[src/rtl/seq_pattern_gen.sv]
// Serial pattern generator: sends a latched pattern MSB-first on sout, with repeats and idle gaps.
// Optional even-parity bit per frame when SEQ_GEN_PARITY_EN is defined.
module seq_pattern_gen #(
  parameter int MAX_LEN = 16,
  localparam int LEN_W  = $clog2(MAX_LEN + 1)
) (
  input  logic               clock,
  input  logic               reset,
  input  logic               start,
  input  logic [MAX_LEN-1:0] pattern,
  input  logic [LEN_W-1:0]   length,
  input  logic [7:0]         repeat_cnt,
  input  logic [3:0]         gap,
  input  logic               abort,
  output logic               sout,
  output logic               sout_vld,
  output logic               busy,
  output logic               done,
  output logic               err
);

  localparam int IDX_W = $clog2(MAX_LEN);

  typedef enum logic [2:0] {
    IDLE,
    SHIFT,
    GAP,
`ifdef SEQ_GEN_PARITY_EN
    PAR,
`endif
    FIN
  } state_e;

  state_e             state_q, state_d;
  logic [MAX_LEN-1:0] pat_q, pat_d;
  logic [LEN_W-1:0]   len_q, len_d;
  logic [7:0]         rep_q, rep_d;
  logic [3:0]         gap_q, gap_d;
  logic [IDX_W-1:0]   bit_q, bit_d;
  logic [3:0]         gcnt_q, gcnt_d;
  logic [8:0]         frame_q, frame_d;
  logic               sout_q, sout_d;
  logic               vld_q, vld_d;
  logic               busy_q, busy_d;
  logic               done_q, done_d;
  logic               err_q, err_d;
  logic               frame_over;

`ifdef SEQ_GEN_PARITY_EN
  logic par_bit;

  always_comb begin
    par_bit = 1'b0;
    for (int i = 0; i < MAX_LEN; i++) begin
      if (i < int'(len_q)) par_bit ^= pat_q[i];
    end
  end
`endif

  always_comb begin
    // NOTE: every _d gets a default first, so no path through this block can infer a latch.
    state_d    = state_q;
    pat_d      = pat_q;
    len_d      = len_q;
    rep_d      = rep_q;
    gap_d      = gap_q;
    bit_d      = bit_q;
    gcnt_d     = gcnt_q;
    frame_d    = frame_q;
    err_d      = 1'b0;
    frame_over = 1'b0;

    case (state_q)
      IDLE: begin
        if (start && !abort) begin
          if (length == '0 || length > LEN_W'(MAX_LEN)) begin
            err_d = 1'b1;
          end else begin
            state_d = SHIFT;
            pat_d   = pattern;
            len_d   = length;
            rep_d   = repeat_cnt;
            gap_d   = gap;
            bit_d   = IDX_W'(length - 1'b1);
            frame_d = '0;
          end
        end
      end
      SHIFT: begin
        if (abort) begin
          state_d = IDLE;
        end else if (bit_q != '0) begin
          bit_d = bit_q - 1'b1;
        end else begin
`ifdef SEQ_GEN_PARITY_EN
          state_d = PAR;
`else
          frame_over = 1'b1;
`endif
        end
      end
`ifdef SEQ_GEN_PARITY_EN
      PAR: begin
        if (abort) state_d = IDLE;
        else       frame_over = 1'b1;
      end
`endif
      GAP: begin
        if (abort) begin
          state_d = IDLE;
        end else if (gcnt_q == 4'd1) begin
          state_d = SHIFT;
          bit_d   = IDX_W'(len_q - 1'b1);
        end else begin
          gcnt_d = gcnt_q - 4'd1;
        end
      end
      FIN:     state_d = IDLE;
      default: state_d = IDLE;
    endcase

    // End of a frame on the wire: finish, rest in GAP, or reload straight into SHIFT.
    if (frame_over) begin
      if (frame_q == {1'b0, rep_q}) begin
        state_d = FIN;
      end else begin
        frame_d = frame_q + 9'd1;
        if (gap_q != 4'd0) begin
          state_d = GAP;
          gcnt_d  = gap_q;
        end else begin
          state_d = SHIFT;
          bit_d   = IDX_W'(len_q - 1'b1);
        end
      end
    end

    // Outputs are decoded from the next state so they can be registered alongside it.
    sout_d = 1'b0;
    vld_d  = 1'b0;
    busy_d = 1'b0;
    case (state_d)
      SHIFT: begin
        sout_d = pat_d[bit_d];
        vld_d  = 1'b1;
        busy_d = 1'b1;
      end
`ifdef SEQ_GEN_PARITY_EN
      PAR: begin
        sout_d = par_bit;
        vld_d  = 1'b1;
        busy_d = 1'b1;
      end
`endif
      GAP:     busy_d = 1'b1;
      default: busy_d = 1'b0;
    endcase
    done_d = (state_d == FIN);
  end

  // NOTE: sequential state uses non-blocking assignments only, avoiding ordering races between blocks.
  always_ff @(posedge clock or posedge reset) begin
    if (reset) begin
      state_q <= IDLE;
      pat_q   <= '0;
      len_q   <= '0;
      rep_q   <= '0;
      gap_q   <= '0;
      bit_q   <= '0;
      gcnt_q  <= '0;
      frame_q <= '0;
      sout_q  <= 1'b0;
      vld_q   <= 1'b0;
      busy_q  <= 1'b0;
      done_q  <= 1'b0;
      err_q   <= 1'b0;
    end else begin
      state_q <= state_d;
      pat_q   <= pat_d;
      len_q   <= len_d;
      rep_q   <= rep_d;
      gap_q   <= gap_d;
      bit_q   <= bit_d;
      gcnt_q  <= gcnt_d;
      frame_q <= frame_d;
      sout_q  <= sout_d;
      vld_q   <= vld_d;
      busy_q  <= busy_d;
      done_q  <= done_d;
      err_q   <= err_d;
    end
  end

  assign sout     = sout_q;
  assign sout_vld = vld_q;
  assign busy     = busy_q;
  assign done     = done_q;
  assign err      = err_q;

endmodule
[config.mk]
export PLATFORM = sky130hd
export DESIGN_NAME = seq_pattern_gen
export DESIGN_NICKNAME = d
export VERILOG_FILES = /design/src/rtl/seq_pattern_gen.sv
export SDC_FILE = /design/constraint.sdc
export NUM_CORES = 1
export LEC_CHECK = 0
export ABC_AREA = 1
export ABC_CLOCK_PERIOD_IN_PS = 3400
export BUFFER_PORTS_ARGS = -buffer_cell sky130_fd_sc_hd__buf_2
export CORE_MARGIN = 1
export CORE_UTILIZATION = 62
export CTS_CLUSTER_SIZE = 40
export DETAILED_ROUTE_END_ITERATION = 16
export MAX_ROUTING_LAYER = met4
export PLACE_DENSITY = 0.85
export SLEW_MARGIN = 20
export SYNTH_ARGS = -nofsm -noshare
export SYNTH_HDL_FRONTEND = slang
export SYNTH_SLANG_ARGS = --single-unit
[constraint.sdc]
create_clock -name clock -period 3.4 [get_ports clock]
set_input_delay 0.17 -clock clock [delete_from_list [all_inputs] [get_ports clock]]
set_output_delay 0.17 -clock clock [all_outputs]
set_load 0.03 [all_outputs]
# ---- After elaboration in Yosys (flattened, before gate mapping)
# Index checks and enable logic that the tools add are counted.
dict set report classes {
  addsub 5
  n_mul 0
  div_mod_pow 0
  magnitude_cmp 2
  eq_ne 7
  n_shift 0
  n_mux 44
  n_bitwise 1
  n_reduce_logical 9
}
# operator n
set ops {}
lappend ops {{4-bit two-way mux} 15}
lappend ops {{16-bit two-way mux} 3}
lappend ops {{9-bit two-way mux} 5}
lappend ops {{3-bit two-way mux} 6}
lappend ops {{4-bit by 1-bit subtractor with 4-bit output (second input constant)} 4}
lappend ops {{4-bit case mux with 3 select lines} 1}
lappend ops {{1-bit two-way mux} 10}
lappend ops {{9-bit by 1-bit adder with 9-bit output (second input constant)} 1}
lappend ops {{3-bit by 2-bit equality test with 1-bit output (second input constant)} 3}
lappend ops {{9-bit by 8-bit equality test with 1-bit output} 1}
lappend ops {{3-bit case mux with 3 select lines} 1}
lappend ops {{4-bit nonzero test} 2}
lappend ops {{3-bit by 1-bit equality test with 1-bit output (second input constant)} 2}
lappend ops {{5-bit > comparator (second input constant)} 1}
lappend ops {{5-bit logical NOT} 1}
lappend ops {{4-bit by 5-bit < comparator with 1-bit output (second input constant)} 1}
lappend ops {{1-bit binary-select mux with 4-bit select} 1}
lappend ops {{4-bit by 1-bit equality test with 1-bit output (second input constant)} 1}
lappend ops {{2-bit two-way mux} 2}
lappend ops {{3-bit logical NOT} 1}
lappend ops {{3-bit AND reduction} 1}
lappend ops {{2-bit OR reduction} 1}
lappend ops {{1-bit logical AND} 1}
lappend ops {{1-bit logical NOT} 1}
lappend ops {{2 further kinds} 2}
dict set report word_totals {
  register_bits 57
  latchBits 0
  ramBits 0
  mem_bits_ro 0
  inputBits 37
  output_inout_bits 5
  mem_count 0
}

# ---- Logic depth before layout (Yosys ltp)
# Gate-level depths: netlist of the first run.
dict set report depth {
  word_depth 11
  mapped_depth 18
}

# ---- Worst setup path before layout of the first run
# No wires, ideal clock.
dict set report synth_path {
  kind {register -> register}
  start {register bit_q[0]}
  end {register sout_q (netlist: sout)}
  t_arrival_ps 1868
  required_ps 3283
  path_slack_ps 1415
  stages_incl_launch_ff 19
  n_path_buf 0
  period_less_slack_ps 1985
  cell_sequence {dfrtp_1 inv_1 ha_1 nand2_1 nand2_1 nand2_1 nand2_1 inv_1 nand3_1 nand2_1 nand2_1 nand2_2 nand2_4 nand2_1 nand3_1 nand3_1 nand2_1 nor2_1 nor2_1}
}
dict set report synth_via {
  elab_chain_cells 10
}
# element line
set synth_lines {}
lappend synth_lines {{from (decl)} 39} ;# logic [IDX_W-1:0] bit_q, bit_d;
lappend synth_lines {{from (signal assigned)} 183} ;# bit_q <= bit_d;
lappend synth_lines {{4-bit by 1-bit subtractor with 4-bit output or 4-bit nonzero test (tied branches)} {93, 92}}
lappend synth_lines {{4-bit two-way mux} 92} ;# end else if (bit_q != '0) begin
lappend synth_lines {{4-bit two-way mux} 90} ;# if (abort) begin
lappend synth_lines {{4-bit case mux with 3 select lines} 73} ;# case (state_q)
lappend synth_lines {{4-bit two-way mux} 128} ;# if (gap_q != 4'd0) begin
lappend synth_lines {{4-bit two-way mux} 124} ;# if (frame_q == {1'b0, rep_q}) begin
lappend synth_lines {{4-bit two-way mux *} 123} ;# if (frame_over) begin
lappend synth_lines {{net bit_d[0]} 39}
lappend synth_lines {{1-bit binary-select mux with 4-bit select *} 144} ;# sout_d = pat_d[bit_d];
lappend synth_lines {{1-bit two-way mux (not written as such) *} 144}
lappend synth_lines {{1-bit two-way mux *} 142} ;# case (state_d)
lappend synth_lines {{net sout_d} 42} ;# logic sout_q, sout_d;
lappend synth_lines {{to (signal assigned)} 186} ;# sout_q <= sout_d;
lappend synth_lines {{to (decl)} 42}
# The timed path passes the listed nets; every way through them passes the cells marked *. The select of a mux whose other input is x is not followed.
# A chain may end at the register's enable or synchronous reset.

# ---- Worst setup path after layout of the first run
dict set report layout_path {
  start {register gcnt_q[1]}
  end {register sout_q (netlist: sout)}
}
dict set report layout_via {
  elab_chain_cells 10
}
# element line
set layout_lines {}
lappend layout_lines {{from (decl)} 40} ;# logic [3:0] gcnt_q, gcnt_d;
lappend layout_lines {{from (signal assigned)} 184} ;# gcnt_q <= gcnt_d;
lappend layout_lines {{4-bit by 1-bit equality test with 1-bit output *} 111} ;# end else if (gcnt_q == 4'd1) begin
lappend layout_lines {{4-bit two-way mux *} 111}
lappend layout_lines {{4-bit two-way mux *} 109} ;# if (abort) begin
lappend layout_lines {{4-bit case mux with 3 select lines *} 73}
lappend layout_lines {{4-bit two-way mux} 128}
lappend layout_lines {{4-bit two-way mux} 124}
lappend layout_lines {{4-bit two-way mux *} 123}
lappend layout_lines {{net bit_d[0]} 39}
lappend layout_lines {{1-bit binary-select mux with 4-bit select *} 144}
lappend layout_lines {{1-bit two-way mux (not written as such) *} 144}
lappend layout_lines {{1-bit two-way mux *} 142}
lappend layout_lines {{net sout_d} 42}
# Marks and branches as above.

==> flow_summary_export.csv, run 1 <==
group,metric,value,unit
clock_tree,cts_sinks,57,
clock_tree,numCtsBuffers,9,
worst_setup_path,crit_path_end_kind,"flip-flop",
sta,period_share,69.41,%
clock_tree,clock_path_buffers,2,
worst_setup_path,crit_type,"reg -> reg",
synthesis,syn_nets,469,
clock_tree,cts-hold-fix-buffers,0,
power,seq_power_share,43.2,%
grt,grt.total_usage,32.26,%
power,clockPowerShare,35.4,%
drt,vias,2978,
synthesis,syn_area_per_cell,7.610,µm²
worst_setup_path,cpMostUsedCell,"nor2_1",
drt,initialDrtViolationCount,309,
synthesis,synth_xor_area_share,2.437,%
sta,fin_skew,6.583,ps
sta,max_freq,423.7,MHz
synthesis,synth_area,3234,µm²
worst_setup_path,crit_chain,"inv_1, ha_1, nand3_1, nor3_1, inv_1, nand2_1, nand2_2, nand2_4, nand2_1, a21oi_1, nor2_1, nor2_1, nor2_1",
clock_tree,post_cts_resized,0,
worst_setup_path,worstPathRequired,3630,ps
clock_tree,cts-root-buf,"clkbuf_8",
grt,overflow,0,
sta,setup-tns-final,0,ps
final_layout,drive_above_1_share,17.82,%
drt,avgRoutedWirePerCell,14.01,µm
floorplanning,row_count,25,
placement,numPortBuffers,41,
final_layout,fin_cells,544,
placement,place_congestion,0.9224,
power,p_sw_share,30.71,%
outcome,outcome,"complete, but fails checks",
sta,slew_headroom,45.30,%
sta,hold_ws,-5.411,ps
worst_setup_path,rrSetupSlack,1040,ps
drt,wirelength,7.621,mm
synthesis,synthAdderAreaFrac,2.708,%
power,irDropWorstVdd,0.3555,mV
final_layout,num_antenna_cells,0,
synthesis,muxShareOfSynthArea,0,%
sta,finalHoldViolations,10,
grt,antenna_found_initial,0,
final_layout,final_nets,516,
drt,drtPass1Iterations,5,
drt,viasPerCell,5.474,
synthesis,synth-compound-area-share,8.549,%
floorplanning,io_pins,42,
clock_tree,htree_levels,3,
power,p_per_area,536.7,nW/µm²
sta,tightest_slew,819.2,ps
synthesis,synth_top_area_share,44.10,%
clock_tree,clock_latency,330,ps
sta,setup_violations,0,
floorplanning,die_h,74.23,µm
grt,grt_pass1_wl,12.77,mm
clock_tree,cts_tree,"built",
worst_hold_path,hold_path.class,"in -> async",
sta,rsz0062_at_grt,"false",
synthesis,synth.distinct_cells,41,
clock_tree,cts_setup_buffers,0,
worst_setup_path,critPathMaxFanout,9,
power,power.share.combinational,21.4,%
synthesis,yosys_warnings,0,
flow_run,cap_violations,0,
worst_setup_path,cp_num_buf_inv,2,
floorplanning,start_util,66.28,%
synthesis,ys_top_cells_by_area,"dfrtp_1 44%, nand2_1 18%, inv_1 5.2%",
sta,min_period,2360,ps
drt,ant_nets,0,
clock_tree,cts.clk_slew.worst_paths,70,ps
sta,final_max_slew_viol_count,0,
synthesis,netlist_instances,425,
worst_setup_path,slowest_delay,400,ps
placement,hpwl,5.226,mm
grt,grt_max_degree,41,
final_layout,fillers,364,
synthesis,synth_top_family_by_area,"simple AND/OR/NAND/NOR gates",
power,power_switching,615.0,µW
drt,drc_errors,0,
outcome,violations,"negative hold slack",
synthesis,yosys.area.top_type,"dfrtp_1",
power,p_leak,0.001971,µW
worst_setup_path,cp.arrival,2590,ps
final_layout,synthToLayoutAreaGrowth,15.36,%
floorplanning,fp.dieW,74.23,µm
power,p_int,1387,µW
grt,grt_pass1_vias,2814,
worst_setup_path,cp-start-kind,"flip-flop",
worst_setup_path,cp_top_family,"simple AND/OR/NAND/NOR gates",
floorplanning,die_area,5509,µm²
worst_setup_path,rr_endpoint,"sout",
synthesis,ys_seq_area_share,44.10,%
worst_setup_path,slowest_stage,"dfrtp_1",
worst_setup_path,r2r_cells,13,
synthesis,ys_ff_latch,57,
synthesis,yosys.area_share.simple,34.93,%
placement,dp_cells,528,
worst_setup_path,r2r-start,"gcnt_q[1]",
floorplanning,core_area,4880,µm²
-- cell families after synthesis --
| group | Yosys count |
|---|---|
| flip-flops | 57 |
| adder cells (fa/ha/maj) | 7 |
| other | 1 |
| buffers and inverters | 59 |
| XOR/XNOR | 9 |
| AO/OA/AOI/OAI | 47 |
| AND/OR/NAND/NOR | 245 |
-- power by group through the flow --
stage | combinational (µW) | clock [µW] | sequential, µW
2_1_floorplan | 313 | 0 | 858
4_1_cts | 427 | 708 | 862
6_report | 429 | 709 | 864
3_3_place_gp | 402 | 0 | 866
3_5_place_dp | 417 | 0 | 873
5_1_grt | 486 | 751 | 875
-- synthesized netlist by cell type (all sizes together) --
cell,count
inv,52
buf,5
nor2,29
nand2,161
a221oi,1
a21oi,12
o21a,1
o211ai,5
o31ai,2
xor2,7
a32o,2
o2111ai,1
or2,3
clkbuf,2
o21ai,23
ha,7
nand3,35
nor4,3
and2,1
nand4,10
dfrtp,57
xnor2,2
nor3,3
conb,1
-- state kept, by name, summed over array words and instances (netlist names), 3 cells and up --
| name | cells |
|---|---|
| pat_q | 16 |
| rep_q | 8 |
| len_q | 4 |
| state_q | 3 |
| bit_q | 4 |
| gcnt_q | 4 |
| gap_q | 4 |
| frame_q | 9 |
-- area by class of cell --
class,count,area (µm²),share of cell area [%]
repair buffers,43,220.2,5.902
flip-flops and latches,57,1426,38.23
clock buffers,15,196.4,5.265
well taps,67,83.83,2.247
clock inverters,1,30.03,0.8048
inverters,52,197.7,5.298
multi-input cells,309,1577,42.25
-- per-layer routing --
layer	up-vias	part of all wire [%]	track usage, %
met5	-	0	-
met4	0	2.7	14.47
met3	25	5.4	7.588
met2	113	48	49.29
met1	1380	44	40.95
li1	1460	-	-
-- worst max path at each step --
stage | startpoint | to | slack [ps] | depth (start not counted)
after floorplan | bit_q[0] | sout | 1410 | 18
after global placement | gcnt_q[1] | sout | 1210 | 13
after global routing | gcnt_q[1] | sout | 810 | 14
after detailed placement | gcnt_q[1] | sout | 1150 | 13
after CTS | gcnt_q[1] | sout | 1070 | 13
final | gcnt_q[1] | sout | 1040 | 13
-- through the flow --
step	worst slack [ps]	power (µW)	cell area, µm²	util, %
global placement	1215	1268	3505	71.82
floorplan	1415	1171	3234	-
CTS	1066	1997	3731	76.46
global route	812.7	2112	3731	76.46
detailed placement	1155	1290	3505	71.82
finish	1040	2002	3731	76.46
-- layout by cell type (no fill, tap or decap), drive strengths merged, types with 2 or more instances in the layout --
cell type and count:
nand2 161, dfrtp 57, inv 52, buf 43, nand3 35, nor2 29
o21ai 23, clkbuf 15, a21oi 12, nand4 10, xor2 7, ha 7
o211ai 5, nor3 3, nor4 3, or2 3, a32o 2, xnor2 2
o31ai 2
Power figures use the tool's default switching activity.
==> inputs of run 2 (changes only) <==
--- a/config.mk
+++ b/config.mk
@@ -5,15 +5,15 @@
 export SDC_FILE = /design/constraint.sdc
 export NUM_CORES = 1
 export LEC_CHECK = 0
-export ABC_AREA = 1
-export ABC_CLOCK_PERIOD_IN_PS = 3400
+export ABC_AREA = 0
+export ABC_CLOCK_PERIOD_IN_PS = 2500
 export BUFFER_PORTS_ARGS = -buffer_cell sky130_fd_sc_hd__buf_2
 export CORE_MARGIN = 1
-export CORE_UTILIZATION = 62
+export CORE_UTILIZATION = 58
 export CTS_CLUSTER_SIZE = 40
 export DETAILED_ROUTE_END_ITERATION = 16
 export MAX_ROUTING_LAYER = met4
-export PLACE_DENSITY = 0.85
+export PLACE_DENSITY = 0.8
 export SLEW_MARGIN = 20
 export SYNTH_ARGS = -nofsm -noshare
 export SYNTH_HDL_FRONTEND = slang
==> constraint.sdc (replaced) <==
create_clock -name clock -period 2.5 [get_ports clock]
set_input_delay 0.125 -clock clock [delete_from_list [all_inputs] [get_ports clock]]
set_output_delay 0.125 -clock clock [all_outputs]
set_load 0.03 [all_outputs]
==> flow_summary_export.csv, run 2 <==
group,metric,value,unit
floorplanning,core_area,5172,µm²
synthesis,yosys.area.top_type,"dfrtp_1",
power,power.share.combinational,29.8,%
grt,antenna_found_initial,0,
worst_setup_path,critPathMaxFanout,4,
sta,finalHoldViolations,0,
drt,viasPerCell,6.279,
clock_tree,cts_tree,"built",
clock_tree,cts-root-buf,"clkbuf_8",
sta,fin_skew,15.08,ps
floorplanning,fp.dieW,75.84,µm
sta,period_share,126.7,%
synthesis,syn_nets,397,
synthesis,synth_top_family_by_area,"simple AND/OR/NAND/NOR gates",
sta,min_period,3167,ps
final_layout,final_common_cell,"nand2_1",
power,p_sw_share,32.33,%
power,seq_power_share,37.9,%
worst_setup_path,crit_chain,"inv_2, ha_2, nor3b_4, buf_4, nor3b_1, a311oi_1, o21ai_2, mux2_4, nand3_2, a21boi_2, or4_4, a32o_1",
synthesis,ys_ff_latch,57,
drt,drc_errors,0,
power,clockPowerShare,32.4,%
final_layout,final_nets,531,
sta,setup_violations,1,
power,finalPower,3064,µW
sta,max_freq,315.8,MHz
synthesis,synth.distinct_cells,67,
drt,initialDrtViolationCount,440,
worst_hold_path,hold_path.class,"in -> reg",
final_layout,num_antenna_cells,0,
placement,numPortBuffers,41,
grt,grt_pass1_wl,15.15,mm
worst_setup_path,crit_type,"reg -> reg",
synthesis,synth_area,3162,µm²
power,p_leak,0.002306,µW
power,irDropWorstVdd,0.5853,mV
synthesis,synth-compound-area-share,11.75,%
synthesis,synth_top_area_share,45.11,%
power,power_switching,990.6,µW
final_layout,top_register,"pat_q",
clock_tree,numCtsBuffers,9,
worst_setup_path,slowest_stage,"or4_4",
synthesis,ys_top_cells_by_area,"dfrtp_1 45%, nand2_1 13%, xor2_1 3.6%",
clock_tree,cts.clk_slew.worst_paths,70,ps
placement,dpl_worst_slack,-397.8,ps
grt,overflow,0,
drt,avgRoutedWirePerCell,21.20,µm
floorplanning,io_pins,42,
floorplanning,die_area,5751,µm²
final_layout,synthToLayoutAreaGrowth,42.38,%
flow_run,cap_violations,0,
sta,tightest_slew,502.1,ps
worst_setup_path,rrSetupSlack,-670,ps
synthesis,ys_seq_area_share,45.11,%
floorplanning,die_h,75.84,µm
sta,slew_headroom,66.30,%
outcome,violations,"negative setup slack",
clock_tree,htree_levels,3,
drt,vias,3529,
placement,hpwl,5.857,mm
sta,final_max_slew_viol_count,0,
grt,grt.total_usage,38.34,%
outcome,outcome,"complete, but fails checks",
synthesis,netlist_instances,353,
worst_setup_path,crit_path_end_kind,"flip-flop",
synthesis,synth_xor_area_share,5.501,%
synthesis,yosys.area_share.simple,27.27,%
power,p_per_area,680.7,nW/µm²
floorplanning,start_util,61.13,%
sta,rsz0062_at_grt,"true",
synthesis,synthAdderAreaFrac,2.770,%
synthesis,synth.most_common_cell,"nand2_1",
synthesis,synth_edf_count,0,
worst_setup_path,cp-start-kind,"flip-flop",
final_layout,largest_reg_flops,16,
worst_setup_path,cp.arrival,3410,ps
drt,ant_nets,0,
worst_setup_path,slowest_delay,510,ps
synthesis,muxShareOfSynthArea,3.799,%
drt,wirelength,11.92,mm
clock_tree,clock_latency,360,ps
synthesis,synthFlopType,"dfrtp_1",
worst_setup_path,worstPathRequired,2750,ps
clock_tree,cts_sinks,57,
synthesis,ys_async_sr_fraction,100.0,%
grt,grt_max_degree,58,
power,p_int,2074,µW
grt,grt_pass1_vias,3185,
floorplanning,row_count,26,
sta,fin_ws,-666.6,ps
synthesis,synth_commonest_cells,"110 x nand2_1, 57 x dfrtp_1, 19 x nor2_1",
final_layout,drive_above_1_share,34.76,%
clock_tree,clock_path_buffers,2,
final_layout,final_cell_mix,"109 x nand2_1, 75 x buf_4, 57 x dfrtp_1, 41 x buf_2, 19 x dlygate4sd3_1",
synthesis,yosys_warnings,0,
placement,place_congestion,0.9736,
final_layout,reg_top3,"pat_q: 16 flops, frame_q: 9 flops, rep_q: 8 flops",
drt,drtPass1Iterations,6,
synthesis,syn_area_per_cell,8.957,µm²
## run 2: cell count changes in the layout (fill, tap and decap cells not counted), sizes merged, moves of 7 or more
| cell | delta |
|---|---|
| buf | +77 |
| nand2 | -50 |
| inv | -39 |
| nand3 | -29 |
| dlygate4sd3 | +19 |
| nor2 | -9 |
| o21ai | -8 |
| nand4 | -7 |
## run 2: critical path, delay by kind of cell (launching register included)
family / cells / cell delay, ps
fa+ha+maj: 1 / 200
flops: 1 / 410
buf+inv: 2 / 240
simple gates: 4 / 900
mux: 1 / 330
compound gates: 4 / 970
## run 2: final cells by class
cell class / count / area [µm²]
clock buffers: 11 / 141.4
clock inverters: 5 / 78.83
fillers: 220 / 670.6
inverters: 13 / 48.80
multi-input cells: 267 / 1698
flip-flops and latches: 57 / 1426
well taps: 70 / 87.58
repair buffers: 139 / 1021
## run 2: metal layers
layer  up-vias  wire, µm  GRT usage (%)
met4         0       945          21.40
met1      1661      4237          43.57
met3       111      1171          8.995
met2       293      5564          62.24
met5         -         0              -
li1       1464         -              -
## run 2: worst paths after layout
kind | startpoint | end | cells past startpoint
min reg2reg | pat_q[3] | pat_q[3] | 2
max | bit_q[1] | sout | 12
min in group asynchronous | reset | pat_q[8] | 4
min | pattern[3] | pat_q[3] | 3
max reg2reg | bit_q[1] | sout | 12
max in group asynchronous | reset | gcnt_q[1] | 4
## run 2: per-stage QoR
step	hold slack [ps]	utilization, %	area (µm²)	TNS [ps]	cells
finish	8.308	87.03	4502	-666.6	562
global route	29.56	87.03	4502	-730.0	562
CTS	1.408	84.95	4394	-341.4	558
detailed placement	200.3	76.56	3960	-397.8	521
global placement	199.9	76.56	3960	-358.3	521
floorplan	230.4	-	3162	-377.9	353
## run 2: power groups by stage
stage	registers (µW)	clock network (µW)	logic, µW
floorplan	1150	0	402
global placement	1140	0	702
detailed placement	1150	0	719
CTS	1140	974	753
global route	1170	1020	965
finish	1160	991	912
## run 2: cells by family (layout without fill, tap and decap cells)
family                   Yosys count  count (layout)
AND/OR/NAND/NOR                  181             181
other                              1               1
multiplexers                      10              10
adder cells (fa/ha/maj)            7               7
AO/OA/AOI/OAI                     49              49
buffers and inverters             29             168
XOR/XNOR                          19              19
flip-flops                        57              57
## run 2: what timing repair did
action,CTS,global route
resized for setup,5,18
buffers inserted,3,3
endpoints found under the setup margin,1,1
hold buffers,18,1
pin swaps,7,8
hold endpoints to repair,74,1
